**config.mk**
```make
export PLATFORM = sky130hd
export DESIGN_NAME = hazard_match_tracker
export DESIGN_NICKNAME = d
export VERILOG_FILES = /design/src/rtl/hazard_match_tracker.sv
export SDC_FILE = /design/constraint.sdc
export NUM_CORES = 1
export LEC_CHECK = 0
export ABC_AREA = 0
export CORE_MARGIN = 3
export CORE_UTILIZATION = 45
export DETAILED_ROUTE_END_ITERATION = 6
export PLACE_DENSITY = 0.76
export SYNTH_ARGS = -nofsm -noshare
export SYNTH_HDL_FRONTEND = slang
export SYNTH_SLANG_ARGS = --single-unit
```
**constraint.sdc**
```tcl
create_clock -name clk -period 1.75 [get_ports clk]
set_input_delay 0.35 -clock clk [delete_from_list [all_inputs] [get_ports clk]]
set_output_delay 0.35 -clock clk [all_outputs]
set_load 0.02 [all_outputs]
```
**src/rtl/hazard_match_tracker.sv**
```systemverilog
// Tracks register addresses through the E/M/W stages. It produces forwarding
// match flags, the load-use stall/flush controls and a saturating stall counter.
module hazard_match_tracker #(
    parameter int unsigned CNT_W = 16
) (
    input  logic             clk,
    input  logic             reset,
    input  logic [3:0]       RA1D,
    input  logic [3:0]       RA2D,
    input  logic [3:0]       WA3D,
    input  logic             RegWriteD,
    input  logic             MemtoRegD,
    input  logic             PCSrcE,
    output logic [3:0]       Match,
    output logic             RegWriteM,
    output logic             RegWriteW,
    output logic             StallF,
    output logic             StallD,
    output logic             FlushD,
    output logic             FlushE,
    output logic [CNT_W-1:0] StallCount
);

    localparam logic [3:0] PC_REG = 4'hF;

    logic [3:0]       ra1e_q, ra1e_d;
    logic [3:0]       ra2e_q, ra2e_d;
    logic [3:0]       wa3e_q, wa3e_d;
    logic             regwritee_q, regwritee_d;
    logic             memtorege_q, memtorege_d;
    logic [3:0]       wa3m_q, wa3m_d;
    logic             regwritem_q, regwritem_d;
    logic [3:0]       wa3w_q, wa3w_d;
    logic             regwritew_q, regwritew_d;
    logic [CNT_W-1:0] stall_cnt_q, stall_cnt_d;

    logic             ldr_stall;
    logic             flush_e;

    always_comb begin
        ldr_stall = memtorege_q & regwritee_q & (wa3e_q != PC_REG) &
                    ((RA1D == wa3e_q) | (RA2D == wa3e_q));
        flush_e   = ldr_stall | PCSrcE;

        // R15 is the PC and is never a forwarding source.
        Match[3] = (ra1e_q != PC_REG) & (ra1e_q == wa3m_q);
        Match[2] = (ra1e_q != PC_REG) & (ra1e_q == wa3w_q);
        Match[1] = (ra2e_q != PC_REG) & (ra2e_q == wa3m_q);
        Match[0] = (ra2e_q != PC_REG) & (ra2e_q == wa3w_q);

        StallF     = ldr_stall;
        StallD     = ldr_stall;
        FlushD     = PCSrcE;
        FlushE     = flush_e;
        RegWriteM  = regwritem_q;
        RegWriteW  = regwritew_q;
        StallCount = stall_cnt_q;
    end

    always_comb begin
        ra1e_d      = RA1D;
        ra2e_d      = RA2D;
        wa3e_d      = WA3D;
        regwritee_d = RegWriteD;
        memtorege_d = MemtoRegD;
        if (flush_e) begin
            ra1e_d      = '0;
            ra2e_d      = '0;
            wa3e_d      = '0;
            regwritee_d = 1'b0;
            memtorege_d = 1'b0;
        end

        wa3m_d      = wa3e_q;
        regwritem_d = regwritee_q;
        wa3w_d      = wa3m_q;
        regwritew_d = regwritem_q;

        stall_cnt_d = stall_cnt_q;
        if (ldr_stall && (stall_cnt_q != '1)) begin
            stall_cnt_d = stall_cnt_q + CNT_W'(1);
        end
    end

    always_ff @(posedge clk or negedge reset) begin
        if (!reset) begin
            ra1e_q      <= '0;
            ra2e_q      <= '0;
            wa3e_q      <= '0;
            regwritee_q <= 1'b0;
            memtorege_q <= 1'b0;
            wa3m_q      <= '0;
            regwritem_q <= 1'b0;
            wa3w_q      <= '0;
            regwritew_q <= 1'b0;
            stall_cnt_q <= '0;
        end else begin
            ra1e_q      <= ra1e_d;
            ra2e_q      <= ra2e_d;
            wa3e_q      <= wa3e_d;
            regwritee_q <= regwritee_d;
            memtorege_q <= memtorege_d;
            wa3m_q      <= wa3m_d;
            regwritem_q <= regwritem_d;
            wa3w_q      <= wa3w_d;
            regwritew_q <= regwritew_d;
            stall_cnt_q <= stall_cnt_d;
        end
    end

endmodule

```
After elaboration in Yosys (flattened, before gate mapping)
Cells that the tools add are included.
{ "word_totals": {"regBits": 40} }
{ "classes": {"add_sub_neg": 1, "n_eq_ne": 10, "muxes": 5, "bitwise_logic": 9, "reduce_logical": 1} }
{ "ops": {"columns": ["cell", "n"], "rows": [
  ["$eq 4x4->1", 6],
  ["$add 16x1->16 const B", 1],
  ["$ne 16x16->1 const B", 1],
  ["$mux 4", 3],
  ["$ne 4x4->1 const B", 3],
  ["$and 1x1->1", 7],
  ["$mux 1", 2],
  ["$or 1x1->1", 2],
  ["$logic_and 1x1->1", 1]
]} }

Depth between registers and ports, before layout
{ "logic_depth": {"word_depth": 5, "ltp_mapped": 6, "depth_no_buf": 6} }

Worst setup path before layout
Ideal clock, no wire load.
{ "synth_timing": {"path_type": "register to output", "start": "register wa3e_q[1]", "end": "output port StallF", "arrival_ps": 1671, "path_slack_ps": -271, "stages_incl_launch_ff": 7, "cell_sequence": "dfrtp_1 -> xor2_1 -> nor4_2 -> o2111ai_4 -> buf_6 -> inv_1 -> buf_4"} }
{ "synth_between": {"elab_chain_len": 3} }
{ "synth_rtl": {"columns": ["item", "line", "text"], "rows": [
  ["start: declaration", "28", "logic [3:0] wa3e_q, wa3e_d;"],
  ["start signal: assignment", "100", "wa3e_q <= wa3e_d;"],
  ["$ne 4x4->1 or $eq 4x4->1 (tied branches)", "41, 42", null],
  ["$and 1x1->1 or $or 1x1->1 (tied branches)", "41, 42", null],
  ["$and 1x1->1 *", "41", "ldr_stall = memtorege_q & regwritee_q & (wa3e_q != PC_REG) &"],
  ["end: declaration", "17", "output logic StallF,"]
]} }
Every way passes the cells marked *; elsewhere a longest branch is shown, timed or not.

Worst setup path in the final report
{ "layout_timing": {"start": "register wa3e_q[1]", "end": "register stall_cnt_q[15] (netlist: StallCount[15])"} }
{ "layout_between": {"elab_chain_len": 4} }
{ "layout_rtl": {"columns": ["item", "line", "text"], "rows": [
  ["$ne 4x4->1 or $eq 4x4->1 (tied branches)", "41, 42", null],
  ["$and 1x1->1 or $or 1x1->1 (tied branches)", "41, 42", null],
  ["$and 1x1->1 *", "41", null],
  ["$logic_and 1x1->1 *", "80", "if (ldr_stall && (stall_cnt_q != '1)) begin"],
  ["end signal: assignment", "107", "stall_cnt_q <= stall_cnt_d;"],
  ["end: declaration", "35", "logic [CNT_W-1:0] stall_cnt_q, stall_cnt_d;"]
]} }
Marks and branches as above.
A chain may end at the register's enable or synchronous reset.

==> flow_summary_export.csv <==
group,metric,value,unit
status,status,"complete, but fails checks",
status,failed_checks,"setup timing",
drt,dr_total_vias,1421,
layout,layout_common_cells,"dfrtp_1, buf_4, xor2_1, clkdlybuf4s50_1, and2_4",
floorplan,initial_core_util,0.491,
cts,holdBufCountCts,0,
drt,antenna_left,0,
drt,wl_met2,2350,um
setup_path,r2r-end,"StallCount[15]",
timing,fmax,0.470,GHz
logic_synthesis,netlist_area,1880,sq um
timing,slew_headroom,0.679,
drt,wl_met1,1830,um
power_and_ir_drop,power.density,684,nW/um^2
drt,met3_length,174,um
cts,path_clk_slew,0.08,ns
min_path,min_path_type,"in -> async",
floorplan,die_w,70.6,um
cts,worstSkewPairLatency,0.29,ns
power_and_ir_drop,fin_total_pwr,0.00197,W
setup_path,endpoint_kind,"register",
timing,period_share,1.21,
drt,drt-pass1-iter-count,4,
setup_path,cp_top_family,"simple AND/OR/NAND/NOR gates",
global_routing,grt_overflow,0,
logic_synthesis,synthTopCellsByArea,"dfrtp_1, xor2_1, xnor2_1",
drt,drt-total-wl,4410,um
setup_path,crit_top_cell,"buf_6",
setup_path,timing.rr.start,"wa3e_q[1]",
cts,cts_tree,"done",
layout,area_growth_syn_to_layout,53.3,%
layout,layout_commonest_cell,"dfrtp_1",
power_and_ir_drop,p_int,0.00146,W
floorplan,dieArea,4980,sq um
floorplan,dieHeight,70.6,um
cts,clockBufferDepth,2,
global_routing,grt_pass1_vias,1396,
placed_design,place_ws,-0.946,ns
job,maxCapViolCount,0,
layout,diodes,0,
timing,fin_setup_tns,-5.99,ns
placed_design,dpl_cell_area,2490,sq um
global_routing,grt_first_pass_wirelength,6560,um
setup_path,path_class,"reg -> reg",
timing,hold_viol_final,0,
logic_synthesis,yosys_warnings,0,
setup_path,reg2reg_depth,7,
placed_design,gp_congestion,0.808,
drt,highest_layer,"met4",
logic_synthesis,ys_seq_area_frac,0.533,
power_and_ir_drop,pwr-share-seq,0.517,
logic_synthesis,ys_types,28,
cts,numCtsBuffers,5,
setup_path,cp_max_fo,15,
floorplan,core,3830,sq um
setup_path,critPathLaunchType,"register",
drt,wl_per_cell,15.5,um
logic_synthesis,syn-instance-count,158,
timing,layout_min_cycle_time,2.13,ns
drt,via_per_inst,5.00,
drt,drt_iter0_drc,65,
setup_path,reg2reg_slack,-0.38,ns
logic_synthesis,yosys_register_bits,40,
layout,fin_area,2880,sq um
layout,nNetsFinal,253,
timing,fin_worst_hold_slack,0.0942,ns
timing,tightest_slew,0.481,ns
global_routing,grt_usage,0.164,
global_routing,grt_max_degree,41,
setup_path,cp_slowest_cell,"dfrtp_1",
placed_design,dp_hpwl,2870,um
setup_path,critPathRequiredTime,1.93,ns
cts,h-tree-depth,2,
cts,cts_sinks,40,
timing,worst_slack,-0.375,ns
setup_path,slowest_delay,0.42,ns
drt,drc,0,
power_and_ir_drop,swShare,0.256,
power_and_ir_drop,pwr-share-comb,0.166,
power_and_ir_drop,ir_worst_vdd,0.865,mV
global_routing,antenna_found_initial,0,
layout,layout-drive-gt1-share,0.381,
placed_design,portBuffers,42,
floorplan,ios,43,
timing,setup_violations,26,
logic_synthesis,syn_area_per_cell,11.9,sq um
timing,finalClockSkew,0.00538,ns
setup_path,crit_path_cell_trace,"xor2_1 > nor4_2 > o2111ai_4 > buf_6 > buf_6 > nor3_4 > mux2_2",
timing,rsz0062_at_grt,"true",
logic_synthesis,yosys.area.top_type,"dfrtp_1",
logic_synthesis,synth_nets,176,
power_and_ir_drop,p_leak,1.52,nW
logic_synthesis,netlist.area_leader.share,0.533,
floorplan,rows,22,
setup_path,cp.buffers_inverters,2,
timing,maxSlewViolCount,0,
power_and_ir_drop,p_sw,0.000505,W
cts,cts_root_buffer,"clkbuf_8",
setup_path,cp.arrival,2.30,ns
power_and_ir_drop,clkPwrFrac,0.317,
[metal layers]
layer | GRT usage | vias to the layer above
met1 | 0.213 | 698
met4 | 0.0543 | 0
met5 | 0 | -
met2 | 0.268 | 29
li1 | - | 689
met3 | 0.0412 | 5
[through the flow]
stage	util	cells
global placement	0.650	264
detailed placement	0.650	264
finish	0.752	284
CTS	0.681	274
global route	0.752	284
floorplan	-	158
[Yosys cell counts]
cell type  count
and4_1         3
nor4b_2        1
and2_1        14
nand2_1        7
nand4bb_1      1
nand4_1        5
nor2_4         1
buf_2          1
buf_4          2
mux2i_1        1
o21ai_0        2
nor3_1         5
o2111ai_4      1
xor2_1        23
nor3_2         6
dfrtp_1       40
inv_1          5
mux2_2         2
ha_1           1
nor2_1         7
nor3b_2        1
nor2b_1        1
nand2b_1       1
nand3_1       10
buf_6          1
and3_1         1
xnor2_1       12
nor4_2         3
[how the worst max path moves through the flow]
stage          depth (start not counted)      start  slack [ns]        endpoint
2_1_floorplan                          6  wa3e_q[2]       -0.17          StallF
5_1_grt                                7  wa3e_q[1]       -0.46  StallCount[15]
6_report                               7  wa3e_q[1]       -0.38  StallCount[15]
3_5_place_dp                           7    RA2D[2]       -0.95          StallF
3_3_place_gp                           7    RA2D[2]       -0.93          StallF
4_1_cts                                6  wa3e_q[1]       -0.42          StallF
[power groups by stage]
stage / Clock [W] / Combinational (W) / Sequential [W]
after floorplan: 0 / 0.000110 / 0.00105
after global placement: 0 / 0.000269 / 0.00103
after detailed placement: 0 / 0.000277 / 0.00103
after CTS: 0.000641 / 0.000282 / 0.00102
after global routing: 0.000677 / 0.000357 / 0.00102
final: 0.000624 / 0.000328 / 0.00102
[registers in the layout, indices dropped and copies added (netlist names)]
signal / cells
StallCount: 16
wa3e_q: 4
regwritee_q: 1
wa3w_q: 4
ra2e_q: 4
RegWriteM: 1
memtorege_q: 1
wa3m_q: 4
ra1e_q: 4
RegWriteW: 1
[cell type report]
class                           instances  area [sq um]
Inverter                                5          27.5
Fill cell                             235           947
Sequential cell                        40          1000
Timing Repair Buffer                   74           709
Multi-Input combinational cell        109           988
Clock buffer                            6          82.6
Tap cell                               48          60.1
Clock inverter                          2          10.0
[repair_timing]
| item | CTS | global route |
|---|---|---|
| gates cloned | 1 | 0 |
| endpoints found under the setup margin | 38 | 43 |
| buffers inserted | 1 | 13 |
| pin swaps | 5 | 23 |
| gates resized for setup | 49 | 54 |
[cells by family (layout without fill, tap and decap cells)]
family | Yosys count | in the layout | synth area share
xor gates and xnor gates | 35 | 35 | 0.163
muxes | 3 | 3 | 0.0173
adders and majority gates | 1 | 1 | 0.00666
buffers and inverters | 9 | 87 | 0.0266
and+or+nand+nor | 67 | 67 | 0.234
DFF | 40 | 40 | 0.533
AOI/OAI and AO/OA | 3 | 3 | 0.0193
No activity file was read; power rests on OpenSTA's default activity.
